<file path="config.mk">
export PLATFORM = sky130hd
export DESIGN_NAME = axil_arb
export DESIGN_NICKNAME = d
export VERILOG_FILES = /design/src/rtl/axil_arb_pkg.sv /design/src/rtl/axil_arb_rr_arb.sv /design/src/rtl/axil_arb.sv
export SDC_FILE = /design/constraint.sdc
export NUM_CORES = 1
export LEC_CHECK = 0
export ABC_AREA = 1
export CORE_AREA = 4 4 172 174
export DETAILED_ROUTE_END_ITERATION = 10
export DIE_AREA = 0 0 176 178
export DONT_BUFFER_PORTS = 1
export PLACE_DENSITY = 0.3
export SLEW_MARGIN = 20
export SYNTH_ARGS = -nofsm -noshare
export SYNTH_HDL_FRONTEND = slang
export SYNTH_HIERARCHICAL = 1
export SYNTH_SLANG_ARGS = --single-unit
</file>
<file path="constraint.sdc">
create_clock -name clk -period 3.5 [get_ports clk]
set_input_delay 0 -clock clk [delete_from_list [all_inputs] [get_ports clk]]
set_output_delay 0 -clock clk [all_outputs]
set_load 0.02 [all_outputs]
</file>
<file path="src/rtl/axil_arb_pkg.sv">
// Shared types and constants for the AXI-Lite round-robin arbiter.
package axil_arb_pkg;

   typedef enum logic [1:0] {
      ARB_IDLE = 2'd0,
      ARB_ADDR = 2'd1,
      ARB_RESP = 2'd2
   } arb_state_e;

   localparam logic [1:0] RESP_OKAY   = 2'b00;
   localparam logic [1:0] RESP_SLVERR = 2'b10;

endpackage

</file>
<file path="src/rtl/axil_arb_rr_arb.sv">
// Combinational round-robin pick: lowest requester at or above ptr wins,
// otherwise wrap around to the lowest requester overall.
module rr_arb #(
   parameter  int NUM_REQ = 2,
   localparam int PTR_W   = (NUM_REQ > 1) ? $clog2(NUM_REQ) : 1
) (
   input  logic [NUM_REQ-1:0] req,
   input  logic [PTR_W-1:0]   ptr,
   output logic [NUM_REQ-1:0] gnt
);

   logic [NUM_REQ-1:0] mask;
   logic [NUM_REQ-1:0] masked;

   // Isolate the lowest set bit of the masked vector, falling back to the raw one.
   always_comb begin
      mask   = {NUM_REQ{1'b1}} << ptr;
      masked = req & mask;
      if (|masked) gnt = masked & (~masked + NUM_REQ'(1));
      else         gnt = req & (~req + NUM_REQ'(1));
   end

endmodule

</file>
<file path="src/rtl/axil_arb.sv">
// N-to-1 AXI-Lite arbiter; write and read paths each own one transaction at a time.
module axil_arb
   import axil_arb_pkg::*;
#(
   parameter int NUM_SRCS   = 2,
   parameter int DATA_WIDTH = 32,
   parameter int ADDR_WIDTH = 32,
   parameter int STRB_WIDTH = DATA_WIDTH / 8
) (
   input  logic                                  clk,
   input  logic                                  rst_n,
   input  logic [NUM_SRCS-1:0][ADDR_WIDTH-1:0]   src_axi_awaddr,
   input  logic [NUM_SRCS-1:0]                   src_axi_awvalid,
   output logic [NUM_SRCS-1:0]                   src_axi_awready,
   input  logic [NUM_SRCS-1:0][DATA_WIDTH-1:0]   src_axi_wdata,
   input  logic [NUM_SRCS-1:0][STRB_WIDTH-1:0]   src_axi_wstrb,
   input  logic [NUM_SRCS-1:0]                   src_axi_wvalid,
   output logic [NUM_SRCS-1:0]                   src_axi_wready,
   output logic [NUM_SRCS-1:0][1:0]              src_axi_bresp,
   output logic [NUM_SRCS-1:0]                   src_axi_bvalid,
   input  logic [NUM_SRCS-1:0]                   src_axi_bready,
   input  logic [NUM_SRCS-1:0][ADDR_WIDTH-1:0]   src_axi_araddr,
   input  logic [NUM_SRCS-1:0]                   src_axi_arvalid,
   output logic [NUM_SRCS-1:0]                   src_axi_arready,
   output logic [NUM_SRCS-1:0][DATA_WIDTH-1:0]   src_axi_rdata,
   output logic [NUM_SRCS-1:0][1:0]              src_axi_rresp,
   output logic [NUM_SRCS-1:0]                   src_axi_rvalid,
   input  logic [NUM_SRCS-1:0]                   src_axi_rready,
   output logic [ADDR_WIDTH-1:0]                 dst_axi_awaddr,
   output logic                                  dst_axi_awvalid,
   input  logic                                  dst_axi_awready,
   output logic [DATA_WIDTH-1:0]                 dst_axi_wdata,
   output logic [STRB_WIDTH-1:0]                 dst_axi_wstrb,
   output logic                                  dst_axi_wvalid,
   input  logic                                  dst_axi_wready,
   input  logic [1:0]                            dst_axi_bresp,
   input  logic                                  dst_axi_bvalid,
   output logic                                  dst_axi_bready,
   output logic [ADDR_WIDTH-1:0]                 dst_axi_araddr,
   output logic                                  dst_axi_arvalid,
   input  logic                                  dst_axi_arready,
   input  logic [DATA_WIDTH-1:0]                 dst_axi_rdata,
   input  logic [1:0]                            dst_axi_rresp,
   input  logic                                  dst_axi_rvalid,
   output logic                                  dst_axi_rready,
   output logic [NUM_SRCS-1:0]                   wr_grant,
   output logic [NUM_SRCS-1:0]                   rd_grant
);

   localparam int PTR_W = (NUM_SRCS > 1) ? $clog2(NUM_SRCS) : 1;
   localparam logic [PTR_W-1:0] LAST_IDX = PTR_W'(NUM_SRCS - 1);

   arb_state_e          wr_state_q, wr_state_d, rd_state_q, rd_state_d;
   logic [NUM_SRCS-1:0] wr_gnt_q, wr_gnt_d, rd_gnt_q, rd_gnt_d;
   logic [PTR_W-1:0]    wr_ptr_q, wr_ptr_d, rd_ptr_q, rd_ptr_d;
   logic                aw_done_q, aw_done_d, w_done_q, w_done_d;
   logic [NUM_SRCS-1:0] wr_req, rd_req, wr_pick, rd_pick;
   logic [PTR_W-1:0]    wr_idx, rd_idx;

   assign wr_req = src_axi_awvalid | src_axi_wvalid;
   assign rd_req = src_axi_arvalid;

   rr_arb #(.NUM_REQ(NUM_SRCS)) u_wr_rr (.req(wr_req), .ptr(wr_ptr_q), .gnt(wr_pick));
   rr_arb #(.NUM_REQ(NUM_SRCS)) u_rd_rr (.req(rd_req), .ptr(rd_ptr_q), .gnt(rd_pick));

   // One-hot grant to index; an empty grant selects source 0 for the data muxes.
   always_comb begin
      wr_idx = '0;
      rd_idx = '0;
      for (int i = 0; i < NUM_SRCS; i++) begin
         if (wr_gnt_q[i]) wr_idx = PTR_W'(i);
         if (rd_gnt_q[i]) rd_idx = PTR_W'(i);
      end
   end

   assign dst_axi_awaddr = src_axi_awaddr[wr_idx];
   assign dst_axi_wdata  = src_axi_wdata[wr_idx];
   assign dst_axi_wstrb  = src_axi_wstrb[wr_idx];
   assign dst_axi_araddr = src_axi_araddr[rd_idx];
   assign src_axi_bresp  = {NUM_SRCS{dst_axi_bresp}};
   assign src_axi_rresp  = {NUM_SRCS{dst_axi_rresp}};
   assign src_axi_rdata  = {NUM_SRCS{dst_axi_rdata}};
   assign wr_grant       = wr_gnt_q;
   assign rd_grant       = rd_gnt_q;

   // Write path: arbitration, AW/W forwarding with per-channel done flags, B return.
   always_comb begin
      wr_state_d      = wr_state_q;
      wr_gnt_d        = wr_gnt_q;
      wr_ptr_d        = wr_ptr_q;
      aw_done_d       = aw_done_q;
      w_done_d        = w_done_q;
      dst_axi_awvalid = 1'b0;
      dst_axi_wvalid  = 1'b0;
      dst_axi_bready  = 1'b0;
      src_axi_awready = '0;
      src_axi_wready  = '0;
      src_axi_bvalid  = '0;
      unique case (wr_state_q)
         ARB_IDLE: begin
            if (|wr_req) begin
               wr_gnt_d   = wr_pick;
               wr_state_d = ARB_ADDR;
            end
         end
         ARB_ADDR: begin
            dst_axi_awvalid = !aw_done_q && src_axi_awvalid[wr_idx];
            dst_axi_wvalid  = !w_done_q && src_axi_wvalid[wr_idx];
            src_axi_awready = (!aw_done_q && dst_axi_awready) ? wr_gnt_q : '0;
            src_axi_wready  = (!w_done_q && dst_axi_wready) ? wr_gnt_q : '0;
            aw_done_d       = aw_done_q | (dst_axi_awvalid & dst_axi_awready);
            w_done_d        = w_done_q | (dst_axi_wvalid & dst_axi_wready);
            if (aw_done_d && w_done_d) wr_state_d = ARB_RESP;
         end
         ARB_RESP: begin
            dst_axi_bready = src_axi_bready[wr_idx];
            src_axi_bvalid = dst_axi_bvalid ? wr_gnt_q : '0;
            if (dst_axi_bvalid && dst_axi_bready) begin
               wr_state_d = ARB_IDLE;
               wr_gnt_d   = '0;
               wr_ptr_d   = (wr_idx == LAST_IDX) ? '0 : wr_idx + PTR_W'(1);
               aw_done_d  = 1'b0;
               w_done_d   = 1'b0;
            end
         end
         default: wr_state_d = ARB_IDLE;
      endcase
   end

   // Read path: arbitration, AR forwarding, R return.
   always_comb begin
      rd_state_d      = rd_state_q;
      rd_gnt_d        = rd_gnt_q;
      rd_ptr_d        = rd_ptr_q;
      dst_axi_arvalid = 1'b0;
      dst_axi_rready  = 1'b0;
      src_axi_arready = '0;
      src_axi_rvalid  = '0;
      unique case (rd_state_q)
         ARB_IDLE: begin
            if (|rd_req) begin
               rd_gnt_d   = rd_pick;
               rd_state_d = ARB_ADDR;
            end
         end
         ARB_ADDR: begin
            dst_axi_arvalid = src_axi_arvalid[rd_idx];
            src_axi_arready = dst_axi_arready ? rd_gnt_q : '0;
            if (dst_axi_arvalid && dst_axi_arready) rd_state_d = ARB_RESP;
         end
         ARB_RESP: begin
            dst_axi_rready = src_axi_rready[rd_idx];
            src_axi_rvalid = dst_axi_rvalid ? rd_gnt_q : '0;
            if (dst_axi_rvalid && dst_axi_rready) begin
               rd_state_d = ARB_IDLE;
               rd_gnt_d   = '0;
               rd_ptr_d   = (rd_idx == LAST_IDX) ? '0 : rd_idx + PTR_W'(1);
            end
         end
         default: rd_state_d = ARB_IDLE;
      endcase
   end

   // State, grant, pointer and done-flag registers for both paths.
   always_ff @(posedge clk) begin
      if (!rst_n) begin
         wr_state_q <= ARB_IDLE;
         rd_state_q <= ARB_IDLE;
         wr_gnt_q   <= '0;
         rd_gnt_q   <= '0;
         wr_ptr_q   <= '0;
         rd_ptr_q   <= '0;
         aw_done_q  <= 1'b0;
         w_done_q   <= 1'b0;
      end else begin
         wr_state_q <= wr_state_d;
         rd_state_q <= rd_state_d;
         wr_gnt_q   <= wr_gnt_d;
         rd_gnt_q   <= rd_gnt_d;
         wr_ptr_q   <= wr_ptr_d;
         rd_ptr_q   <= rd_ptr_d;
         aw_done_q  <= aw_done_d;
         w_done_q   <= w_done_d;
      end
   end

endmodule

</file>
After elaboration in Yosys (flattened, before gate mapping)
Index checks and enable logic that the tools add are counted.
- reduce and logical (&&, ||, !) cells: 26
- shifts and indexed selects: 2
- $add $sub $neg: 6
- equality and inequality tests: 10
- magnitude comparators: 2
- muxes and demuxes: 54
- bitwise logic cells: 15
- operators by type and width (cell ; number):
    32-bit 2-to-1 mux ; 6
    2-bit 2-to-1 mux ; 20
    1-bit 2-to-1 mux ; 20
    2-bit bitwise AND ; 6
    2-bit != test (second input constant) ; 6
    2-bit one-hot mux with 3 select lines ; 2
    3-bit AND reduction ; 4
    2-bit by 1-bit adder with 2-bit output (second input constant) ; 4
    1-bit logical AND ; 8
    4-bit 2-to-1 mux ; 2
    2-bit NOT ; 4
    2-bit one-hot mux with 2 select lines ; 2
    2-bit OR reduction ; 4
    2-bit AND reduction ; 3
    2-bit nonzero test ; 3
    2-bit by 1-bit == test with 1-bit output (second input constant) ; 2
    2-bit == test (second input constant) ; 2
    2-bit logical NOT ; 2
    1-bit by 2-bit < comparator with 1-bit output (second input constant) ; 2
    1-bit one-hot mux with 2 select lines ; 2
    2-bit by 1-bit << shifter with 2-bit output (first input constant) ; 2
    1-bit adder (second input constant) ; 2
    1-bit bitwise AND ; 2
    1-bit logical NOT ; 2
    other kinds (2) ; 3
- logic and storage cells: 123
- output and inout bits: 191
- register bits: 12

Logic depth before layout (Yosys ltp)
- word-level depth: 9
- gate-level depth with buffers: 10
- depth with buffers taken out: 9

Cells and area by module
The synthesis kept the hierarchy.
- modules (own cells, without submodules) (module ; seq. area each (um^2) ; cells each ; instances ; area each (um^2)):
    axil_arb ; 240.2 ; 521 ; 1 ; 2541.2
    rr_arb ; 0.0 ; 5 ; 2 ; 20.0

Least setup slack after synthesis
OpenSTA, ideal clock, no wires.
- path type: reg2out
- start point: reg wr_gnt_q[1], in the netlist wr_grant[1]
- end point: out src_axi_bvalid[1]
- arrival time: 1.282 ns
- setup slack: 2.218 ns
- stages on the path, launching flop included: 6
- buffers on the path: 3
- cell sequence: dfxtp_1 > buf_6 > inv_4 > buf_6 > buf_2 > nor3_1
- cells in the longest elaborated chain, start to end: 2
- ends and longest elaborated chain (item ; line ; text):
    start, declared ; axil_arb.sv:54 ; logic [NUM_SRCS-1:0] wr_gnt_q, wr_gnt_d, rd_gnt_q, rd_gnt_d;
    start signal, assigned ; axil_arb.sv:178 ; wr_gnt_q <= wr_gnt_d;
    2-bit 2-to-1 mux ; axil_arb.sv:117 ; src_axi_bvalid = dst_axi_bvalid ? wr_gnt_q : '0;
    2-bit 2-to-1 mux ; axil_arb.sv:99 ; unique case (wr_state_q)
    end, declared ; axil_arb.sv:20 ; output logic [NUM_SRCS-1:0] src_axi_bvalid,
Every way passes these cells.

Worst setup path after layout
- start point: reg wr_gnt_q[1], in the netlist wr_grant[1]
- end point: out dst_axi_awvalid
- cells in the longest elaborated chain, start to end: 5
- ends and longest elaborated chain (item ; line ; text):
    1-bit 2-to-1 mux ; axil_arb.sv:71 ; if (wr_gnt_q[i]) wr_idx = PTR_W'(i);
    1-bit 2-to-1 mux (not written as such) (2 in a row) ; axil_arb.sv:107 ; dst_axi_awvalid = !aw_done_q && src_axi_awvalid[wr_idx];
    1-bit logical AND ; axil_arb.sv:107 ;
    1-bit 2-to-1 mux ; axil_arb.sv:99 ;
    end, declared ; axil_arb.sv:30 ; output logic dst_axi_awvalid,
Every way passes these cells. The select of a mux whose other input is x is not followed.

==> metrics.md <==
| Metric | Value |
|---|---|
| Critical Path RT | 3.50 ns |
| Basic-gate share of the synthesized area counting and, or, nand and nor cells | 0.5545 |
| Final hold vios | 0 |
| Total number of placement rows | 61 |
| Net switching power of the design | 0.0003865 W |
| Design Area, Final | 2521 µm² |
| Portion of synthesized cell area occupied by the leading cell type | 0.4872 |
| Area added between synthesis and finish | -2.327% |
| Number of synthesis warnings | 6 |
| Worst-case clock skew | 0.0009182 ns |
| Layout cells sized above 1 | 0.03386 |
| Final net count | 697 |
| Routed length per instance | 14.48 µm |
| Floorplan die area | 31,330 µm² |
| CP Capture Type | output pin |
| Diodes inserted | 0 |
| Slew Limit Headroom | 0.4334 |
| Share of power burned in combinational logic | 0.478 |
| Total internal power | 0.0003908 W |
| Register share of total power | 0.210 |
| Setup Total Neg Slack | 0 ns |
| Most area-hungry cell type in the Yosys netlist | sky130_fd_sc_hd__nand2_1 |
| Total of endpoints with negative setup slack in the final report | 0 |
| Initial core utilization | 0.09291 |
| Max Clock Freq | 0.5175 GHz |
| Die H | 178 µm |
| Multi-input logic area | 1558 µm² |
| Worst-skew pair later-pin latency | 0.24 ns |
| Shortest period the worst path allows | 1.932 ns |
| Main combinational cell family by area after synthesis | simple AND/OR/NAND/NOR gates |
| Post-synthesis sequential element count | 12 |
| Async set or reset register ratio after synthesis | 0 |
| Synthesized-area fraction occupied by ao, oa, aoi and oai cells | 0.04896 |
| Overall fraction of global-route tracks in use | 0.06472 |
| Cell at the root of the clock tree | sky130_fd_sc_hd__clkbuf_16 |
| Relative contribution of the clock network to total power | 0.312 |
| Sequential fraction of the synthesis area | 0.09307 |
| Count of instances resized after the clock tree is built | 0 |
| Minimum setup slack in the final design | 1.568 ns |
| Data arrival time at the worst-slack endpoint | 1.93 ns |
| Static Leak | 1.284 nW |
| Vias | 2,748 |
| Post-synth net total | 784 |
| Count of flip-flops with a built-in enable after synthesis | 0 |
| Switching power share of the total | 0.4973 |
| Max Cap Violations | 0 |
| Crit share post-route | 0.5521 |
| Startpoint of the worst setup timing path | wr_grant[1] |
| Crit path launch type | flop |
| Global route overflow | 0 |
| H-tree lvl count | 1 |
| Most area-consuming cells after synthesis | sky130_fd_sc_hd__nand2_1 49%, sky130_fd_sc_hd__buf_4 22%, sky130_fd_sc_hd__dfxtp_1 9.3%, sky130_fd_sc_hd__inv_1 3.8%, sky130_fd_sc_hd__a21oi_1 3.1% |
| Post-detailed-placement half-perimeter wirelength | 10,640 µm |
| Least-Margin Pin Slew | 0.8434 ns |
| GPL Wtd Cong | 0.7107 |
| Xor and xnor area share after synthesis | 0 |
| Sequential Area | 241.5 µm² |
| DRC Markers | 0 |
| Origin of the worst min-delay path | dst_axi_rdata[5] |
| Post-Synthesis Cells | 531 |
| Post-CTS clock slew at the launch and capture registers of the worst setup and hold paths | 0.05 ns |
| Antenna violations before repair | 0 |
| Via-per-instance ratio | 3.347 |
| Number of detailed-routing iterations run before antenna repair | 4 |
| Max-slew violation total from the final report | 0 |
| Total cell area at the placement stage | 2402 µm² |
| End-of-flow core utilization | 0.09075 |
| Via count of the first global-routing pass | 2,499 |
| Worst-path fanout max | 73 |
| Netlist cell types | 20 |
| Clk buf depth | 2 |
| Placement Setup Slack | 1.681 ns |
| Wire length of the first global-routing pass | 15,160 µm |
| Synth top cells by count | 335 x sky130_fd_sc_hd__nand2_1, 75 x sky130_fd_sc_hd__buf_4, 26 x sky130_fd_sc_hd__inv_1, 16 x sky130_fd_sc_hd__a21oi_1, 14 x sky130_fd_sc_hd__nor2_1 |
| Core footprint | 27,780 µm² |
| Class of the tightest hold or removal check | in -> out |
| Maximum number of pins on one net before global-route repair | 76 |
| Number of routed nets with antenna violations | 0 |
| Adder-cell area share of the yosys netlist | 0 |
| Most used flip-flop cell after synthesis | sky130_fd_sc_hd__dfxtp_1 |
| Mux cell area share after synthesis | 0 |
| Clock tree sinks | 12 |
| Areal power density over the cells | 308.3 nW/µm² |
| Worst-case vdd ir drop | 109.5 µV |
| Avg Synthesized Cell Area | 4.861 µm² |
| Reg-to-reg startpoint | wr_grant[1] |
| Die width | 176 µm |
| Cell with the most instances after synthesis | sky130_fd_sc_hd__nand2_1 |
| TritonCTS clock tree | yes |
| Critical path type | reg -> out |
| Setup repair after global routing missed its margin | false |
| 1st-iter DRT viols | 120 |
| Post-synth design cell area | 2581 µm² |
| Outcome | completed |
| Fill cell instance count of the final layout | 3,298 |
| Final WL | 11,890 µm |
| # IOs | 444 |
| TritonCTS Buffers | 3 |
| # port buffers | 0 |
| Final Hold Slack | 0.000009814 ns |
cells in the final DEF (no fill, tap or decap):
cell type / count
sky130_fd_sc_hd__inv_4: 1
sky130_fd_sc_hd__nand4_1: 1
sky130_fd_sc_hd__dfxtp_1: 11
sky130_fd_sc_hd__o21ai_1: 2
sky130_fd_sc_hd__nor3_1: 12
sky130_fd_sc_hd__nand2_4: 2
sky130_fd_sc_hd__dfxtp_2: 1
sky130_fd_sc_hd__clkbuf_8: 1
sky130_fd_sc_hd__inv_1: 26
sky130_fd_sc_hd__a21oi_1: 16
sky130_fd_sc_hd__a21oi_4: 1
sky130_fd_sc_hd__nor2_2: 1
sky130_fd_sc_hd__nand2_2: 1
sky130_fd_sc_hd__nand2_1: 335
sky130_fd_sc_hd__buf_4: 3
sky130_fd_sc_hd__dlygate4sd3_1: 3
sky130_fd_sc_hd__clkbuf_16: 3
sky130_fd_sc_hd__inv_2: 1
sky130_fd_sc_hd__o21ai_0: 4
sky130_fd_sc_hd__nand3_1: 4
sky130_fd_sc_hd__nor2_1: 14
cell families after synthesis:
group | count (synthesis)
AOI/OAI and AO/OA | 23
buffers and inverters | 126
DFF | 12
and+or+nand+nor | 370
final timing paths:
kind                            cells after the start  slack (ns)          endpoint
worst min register to register                      2        0.48          wr_ptr_q
worst max register to register                      9        1.68       wr_grant[1]
worst max-delay path                                5        1.57   dst_axi_awvalid
worst min-delay path                                0     0.00001  src_axi_rdata[5]
through the flow:
stage | cells | total power (W)
after floorplan | 531 | 0.0006020
after global placement | 814 | 0.0005451
after detailed placement | 814 | 0.0005450
after CTS | 821 | 0.0007991
after global routing | 821 | 0.0008383
final | 821 | 0.0007773
per-layer routing:
metal	vias up	track usage	part of all wire
met4	0	0.01397	0.014
li1	1338	-	-
met1	1112	0.06178	0.33
met3	18	0.03497	0.15
met2	280	0.1226	0.51
met5	-	0	0
timing repair:
action / 4_1_cts / 5_1_grt
hold buffers: 3 / 0
setup buffers: 0 / 0
hold endpoints to repair: 3 / 0
power by group through the flow:
stage | logic (W) | registers, W | clock network (W)
after CTS | 0.000381 | 0.000165 | 0.000253
final | 0.000372 | 0.000163 | 0.000243
after global routing | 0.000413 | 0.000166 | 0.000259
after detailed placement | 0.000377 | 0.000168 | 0
after floorplan | 0.000443 | 0.000159 | 0
after global placement | 0.000377 | 0.000168 | 0
layout make-up:
cell class / instances / area share
multi-input combinational: 393 / 0.6179
tap: 378 / 0.1876
sequential: 12 / 0.09578
inverter: 28 / 0.04268
clock buffer: 4 / 0.03524
timing repair buffer: 6 / 0.02084
worst max-delay path: stages (launching register included):
cell and delay, ns:
sky130_fd_sc_hd__dfxtp_2 0.34, sky130_fd_sc_hd__buf_4 0.60, sky130_fd_sc_hd__nand2_1 0.21, sky130_fd_sc_hd__nand2_4 0.14, sky130_fd_sc_hd__nand2_1 0.06, sky130_fd_sc_hd__nor2_1 0.31
flip-flops by register name (all words and copies together), names as in the netlist:
signal	count
rd_grant	2
wr_state_q	2
rd_ptr_q	1
wr_grant	2
wr_ptr_q	1
aw_done_q	1
rd_state_q	2
w_done_q	1
Power figures use the tool's default switching activity.
